File: src/rtl/pc_fetch_stage.sv
// rtl/pc_fetch_stage.sv - MIPS instruction-fetch stage: PC register, redirect selection, IF/ID register
module pc_fetch_stage #(
    parameter logic [31:0] RESET_PC  = 32'h0000_0000,
    parameter logic [31:0] NOP_INSTR = 32'h0000_0000
) (
    input  logic        clk,
    input  logic        rst_n,
    input  logic        stall,
    input  logic        branch_taken,
    input  logic [31:0] branch_offset_sh,
    input  logic [31:0] branch_pc_plus4,
    input  logic        jump,
    input  logic [25:0] jump_index,
    input  logic        jr,
    input  logic [31:0] jr_target,
    output logic [31:0] imem_addr,
    input  logic [31:0] imem_data,
    output logic [31:0] ifid_instr,
    output logic [31:0] ifid_pc_plus4,
    output logic        ifid_valid,
    output logic        redirect_pending
);

    typedef enum logic {RUN, HOLD} state_t;

    state_t      state, state_nx;
    logic [31:0] pc, pc_nx;
    logic [31:0] pending, pending_nx;
    logic [31:0] instr_nx, pp4_nx;
    logic        valid_nx;

    logic [31:0] pc_plus4;
    logic [31:0] branch_target, jump_target, jr_aligned, live_target;
    logic        redirect;

    assign pc_plus4      = pc + 32'd4;
    assign branch_target = branch_pc_plus4 + branch_offset_sh;
    assign jump_target   = {ifid_pc_plus4[31:28], jump_index, 2'b00};
    assign jr_aligned    = jr_target & 32'hFFFF_FFFC;
    assign redirect      = jr | jump | branch_taken;

    // jr outranks jump, which outranks a taken branch
    assign live_target = jr   ? jr_aligned  :
                         jump ? jump_target : branch_target;

    assign imem_addr        = pc;
    assign redirect_pending = (state == HOLD);

    always_comb begin
        state_nx   = state;
        pc_nx      = pc;
        pending_nx = pending;
        instr_nx   = ifid_instr;
        pp4_nx     = ifid_pc_plus4;
        valid_nx   = ifid_valid;
        case (state)
            RUN: begin
                if (!stall) begin
                    if (redirect) begin
                        pc_nx    = live_target;
                        instr_nx = NOP_INSTR;
                        pp4_nx   = 32'd0;
                        valid_nx = 1'b0;
                    end else begin
                        pc_nx    = pc_plus4;
                        instr_nx = imem_data;
                        pp4_nx   = pc_plus4;
                        valid_nx = 1'b1;
                    end
                end else if (redirect) begin
                    pending_nx = live_target;
                    state_nx   = HOLD;
                end
            end
            HOLD: begin
                if (stall) begin
                    if (redirect) pending_nx = live_target;
                end else begin
                    // a redirect arriving on release is younger than the held one
                    pc_nx    = redirect ? live_target : pending;
                    instr_nx = NOP_INSTR;
                    pp4_nx   = 32'd0;
                    valid_nx = 1'b0;
                    state_nx = RUN;
                end
            end
            default: state_nx = RUN;
        endcase
    end

    always_ff @(posedge clk or negedge rst_n) begin
        if (!rst_n) begin
            state         <= RUN;
            pc            <= RESET_PC;
            pending       <= 32'd0;
            ifid_instr    <= NOP_INSTR;
            ifid_pc_plus4 <= 32'd0;
            ifid_valid    <= 1'b0;
        end else begin
            state         <= state_nx;
            pc            <= pc_nx;
            pending       <= pending_nx;
            ifid_instr    <= instr_nx;
            ifid_pc_plus4 <= pp4_nx;
            ifid_valid    <= valid_nx;
        end
    end

endmodule

File: config.mk
export PLATFORM = sky130hd
export DESIGN_NAME = pc_fetch_stage
export DESIGN_NICKNAME = d
export VERILOG_FILES = /design/src/rtl/pc_fetch_stage.sv
export SDC_FILE = /design/constraint.sdc
export NUM_CORES = 1
export LEC_CHECK = 0
export BUFFER_PORTS_ARGS = -buffer_cell sky130_fd_sc_hd__buf_2
export CAP_MARGIN = 15
export CORE_MARGIN = 10
export CORE_UTILIZATION = 33
export DETAILED_ROUTE_END_ITERATION = 12
export HOLD_SLACK_MARGIN = 0.12
export PLACE_DENSITY_LB_ADDON = 0.12
export SLEW_MARGIN = 15
export SYNTH_ARGS = -nofsm -noshare
export SYNTH_HDL_FRONTEND = slang
export SYNTH_SLANG_ARGS = --single-unit
File: constraint.sdc
create_clock -name clk -period 5.9 [get_ports clk]
set_input_delay 0 -clock clk [delete_from_list [all_inputs] [get_ports clk]]
set_output_delay 0 -clock clk [all_outputs]
set_load 0.1 [all_outputs]
Word-level counts from Yosys, hierarchy flattened
Cells that the tools add are included.

cells by class
  equal/unequal tests = 2
  $lt $le $gt $ge = 0
  muxes and demuxes = 23
  divide/modulo/power cells = 0
  bitwise logic cells = 3
  add/sub/neg operators = 2
  reductions and logical operators = 1
  multipliers = 0
  shift-type cells = 0

operators by type and width
  operator                                       count
  two-way mux 32 bit                             12
  case mux 32 bit (2 select lines)               3
  adder 32 x 3 -> 32 bit, second input constant  1
  adder 32 bit                                   1
  two-way mux 1 bit                              6
  != test 2 bit, second input constant           2
  case mux 1 bit (2 select lines)                2
  bitwise OR 1 bit                               2
  AND reduction 2 bit                            1
  inverter 1 bit                                 1

storage, ports and cells
  memories kept = 0
  register bits after elaboration = 130
  RAM bits = 0
  ROM bits = 0
  latch bits = 0
  word-level logic and storage cells = 37
  output and inout bits = 98

Logic depth before layout (Yosys ltp)
  depth after elaboration = 6
  depth in mapped cells = 12
  mapped depth without buffers = 12

Least setup slack after synthesis
OpenSTA, ideal clock, no wires.

  path kind = register to register
  start point = register pc[2], in the netlist imem_addr[2]
  end point = register pc[24], in the netlist imem_addr[24]
  stages on the path, launching flop included = 10
  setup time = 126 ps
  slack = 2702 ps
  period minus slack after synthesis = 3198 ps
  arrival time = 3072 ps
  buffers on the path = 1
  cells stage by stage = dfrtp_1 ha_1 clkbuf_1 nand2_1 nor4_1 and2_1 nor2b_1 xnor2_1 nor2_1 o32a_1

between the ends
  word-level cells in the longest chain between the ends = 4

ends and longest elaborated chain
  item                              line  text
  start, declared                   27    logic [31:0] pc, pc_nx;
  start signal, assigned            101   pc <= pc_nx;
  adder 32 x 3 -> 32 bit            36    assign pc_plus4 = pc + 32'd4;
  two-way mux 32 bit                59    if (redirect) begin
  two-way mux 32 bit                58    if (!stall) begin
  case mux 32 bit (2 select lines)  56    case (state)

Every way passes these cells. The select of a mux whose other input is x is not followed.
A chain may end at the register's enable or synchronous reset.

Worst setup path after layout
  start point = input branch_pc_plus4[0]
  end point = register pending[26]

between the ends
  word-level cells in the longest chain between the ends = 5

ends and longest elaborated chain
  item                  line    text
  start, declared       11      input logic [31:0] branch_pc_plus4,
  adder 32 bit          37      assign branch_target = branch_pc_plus4 + branch_offset_sh;
  two-way mux 32 bit    44      jump ? jump_target : branch_target;
  two-way mux 32 bit    43      assign live_target = jr ? jr_aligned :
  two-way mux 32 bit    70, 77
  two-way mux 32 bit    58, 76
  end signal, assigned  102     pending <= pending_nx;
  end, declared         28      logic [31:0] pending, pending_nx;

Every way passes these cells. The select of a mux whose other input is x is not followed.

==> out/results.txt <==
power density over cell area: 276.9 mW/mm^2
Critical Path, Cell by Cell: dlygate4sd3_1, buf_2, ha_1, inv_1, fa_1, nand2b_1, a21oi_1, o2111ai_1, a2111o_1, o211ai_2, a311oi_4, xor2_1, o21a_1, o21ai_1, dlygate4sd3_1
Die ar.: 0.03171 sq mm
FF-to-FF Start: imem_addr[4]
Synth Cell Area: 0.008247 sq mm
Mapped Cells: 995
Final nets: 1504
syn_nets: 1188
R2R Setup Slk: 3030 ps
core area: 0.02446 sq mm
YS warnings: 0
initial antenna violation count: 0
Die Wd: 178.1 microns
fin crit period: 3419 ps
gr usage total: 18.71%
I/O pins: 258
Reg clk slew, reported paths: 60 ps
Root Driver: clkbuf_16
top cell type's share of synthesized area: 39.45%
skew final: 9.329 ps
drt pass-1 iters: 5
Worst Setup SP: branch_pc_plus4[0]
Setup crit end kind: register
Storage cell area: 0.003253 sq mm
number of core rows: 57
max_cap viols: 0
Post-CTS Resized: 0
CP max FO: 4
CP Depth: 15
Die Y: 178.1 microns
cells taking the most area after synthesis: dfrtp_1, nand2_1, o21ai_0, ha_1, a21oi_1
CTS tree: done
later-pin clock latency in the skew report: 420 ps
worst setup path endpoint: pending[26]
DP Wirelength: 22.43 mm
Setup-failing EPs final: 0
share of post-route cells with drive strength above 1: 23.28%
Req. time, crit path: 6260 ps
Crit Path Category: in2reg
Initial Utilization: 33.71%
Synth top cells by count: nand2_1, dfrtp_1, o21ai_0
worst slew pin tran: 935.9 ps
ANT cells: 0
Most common cell on crit path: dlygate4sd3_1
Via density: 5.018
H-tree levels: 4
delay-heaviest family, CP: compound AO/OA/AOI/OAI gates
fillcell total: 2481
Num Clock Sinks: 130
Fin Setup TNS: 0 ps
GPL Wtd Cong: 0.8386
I/O Buffers: 255
CTS Buf Count: 17
DR WL/cell: 18.38 microns
worst rel slew slack: 37.38%
Max stage delay on crit path: 560 ps
#FFs+latches synth: 130
starting DRC count in detailed routing: 459
Crit-path slowest cell: dlygate4sd3_1
Cells after DPL: 1524
reg-to-reg endpoint: imem_addr[23]
RSZ-0062 raised after global routing: false
Worst setup SP type: input port
Synth Flop Type: dfrtp_1
# DRC: 0
post-synthesis async set-or-reset flop share: 100.0%
fin cells: 1647
drt total wl: 30.27 mm
vias in the first global route: 8209
Critical Path AT: 3780 ps
R2R cell count: 9
Final Max Tran Viols: 0
Via Count: 8265
register area share after synthesis: 39.45%
area grow syn2layout: 37.61%
Final Cycle Share: 57.95%
syn_area_per_cell: 8.288 sq um
Multi-input gate area: 0.004698 sq mm
largest net degree at the start of global routing: 98
clk buf depth: 2
first-pass GRT wire length: 47.27 mm
Pleak: 5.305 nW
Synth area leader: dfrtp_1
status: finished, final reports clean
Crit path buffers/inverters: 4
most frequent cell after synthesis: nand2_1
number of distinct library cells after synthesis: 71
Final ANT Viol Nets: 0
total gr overflow: 0
number of synthesized flops with an enable pin: 0
peak supply drop: 0.1703 mV
Hold Crit Class: in2reg
Final Hold Viols: 0
highest clock rate: 292.5 MHz
## metal layers
metal	track usage (%)	part of all wire, %	vias up
li1	-	-	4201
met1	28.03	51	3774
met2	26.50	42	275
met3	4.271	6.3	15
met4	4.029	0.79	0
met5	0	0	-
## worst min-delay path, delay by kind of cell
kind	cells	cell delay (ps)
AOI/OAI and AO/OA	3	330
buffers and inverters	1	80
and+or+nand+nor	1	110
## through the flow
stage / total power, W / util (%) / hold slack [ps] / setup slack, ps / cell area [sq um]
finish: 0.003143 / 46.39 / 135.4 / 2481 / 11350
CTS: 0.003173 / 46.39 / 126.9 / 2515 / 11350
detailed placement: 0.001952 / 40.01 / 107.7 / 2593 / 9788
global route: 0.003298 / 46.39 / 158.1 / 2321 / 11350
global placement: 0.001949 / 40.01 / 116.1 / 2597 / 9788
floorplan: 0.001696 / - / -295.6 / 2702 / 8247
## power by group
part           leakage, nW  internal (W)  switching, W
registers             1.68      0.000963     0.0000696
clock network        0.295      0.000747      0.000399
logic                 3.33      0.000295      0.000669
total                 5.30       0.00201       0.00114
## registers in the layout, summed over array words and instances, names as in the netlist
signal	cells
redirect_pending	1
imem_addr	32
pending	32
ifid_instr	32
ifid_pc_plus4	32
ifid_valid	1
## layout make-up
cell class / instances / area share, %
multi-input combinational: 784 / 41.40
sequential: 130 / 28.67
timing repair buffer: 355 / 19.97
clock buffer: 18 / 3.782
tap: 324 / 3.572
clock inverter: 13 / 1.852
inverter: 23 / 0.7607
## cell families after synthesis
logic type,after synthesis,share of synthesized area (%)
AND/OR/NAND/NOR,372,20.30
AO/OA/AOI/OAI,318,24.75
buffers and inverters,81,3.702
flip-flops,130,39.45
XOR/XNOR,50,5.310
multiplexers,11,1.396
adder cells (fa/ha/maj),33,5.098
## worst min path at each step
stage | start | endpoint | slack [ps] | depth (start not counted)
global route | jr_target[30] | imem_addr[30] | 160 | 5
finish | jr_target[30] | imem_addr[30] | 140 | 5
floorplan | rst_n | ifid_instr[0] | -300 | 0
global placement | rst_n | ifid_pc_plus4[5] | 120 | 1
detailed placement | rst_n | ifid_pc_plus4[5] | 110 | 1
CTS | jr_target[30] | imem_addr[30] | 130 | 5
## cell usage in the layout (no fill, tap or decap), drive strengths merged, types with 19 or more instances in the layout
master | synthesis | final
buf | 7 | 263
nand2 | 217 | 217
dfrtp | 130 | 130
o21ai | 124 | 124
dlygate4sd3 | 0 | 92
a21oi | 57 | 57
nor2 | 47 | 47
ha | 32 | 32
xnor2 | 31 | 31
inv | 22 | 23
nand3 | 22 | 22
nor3 | 20 | 20
xor2 | 19 | 19
## repair_timing
item	CTS	global route
setup endpoints to repair	0	0
buffers inserted	0	0
hold buffers	92	0
endpoints found under the hold margin	161	0
(Power assumes the default switching activity.)
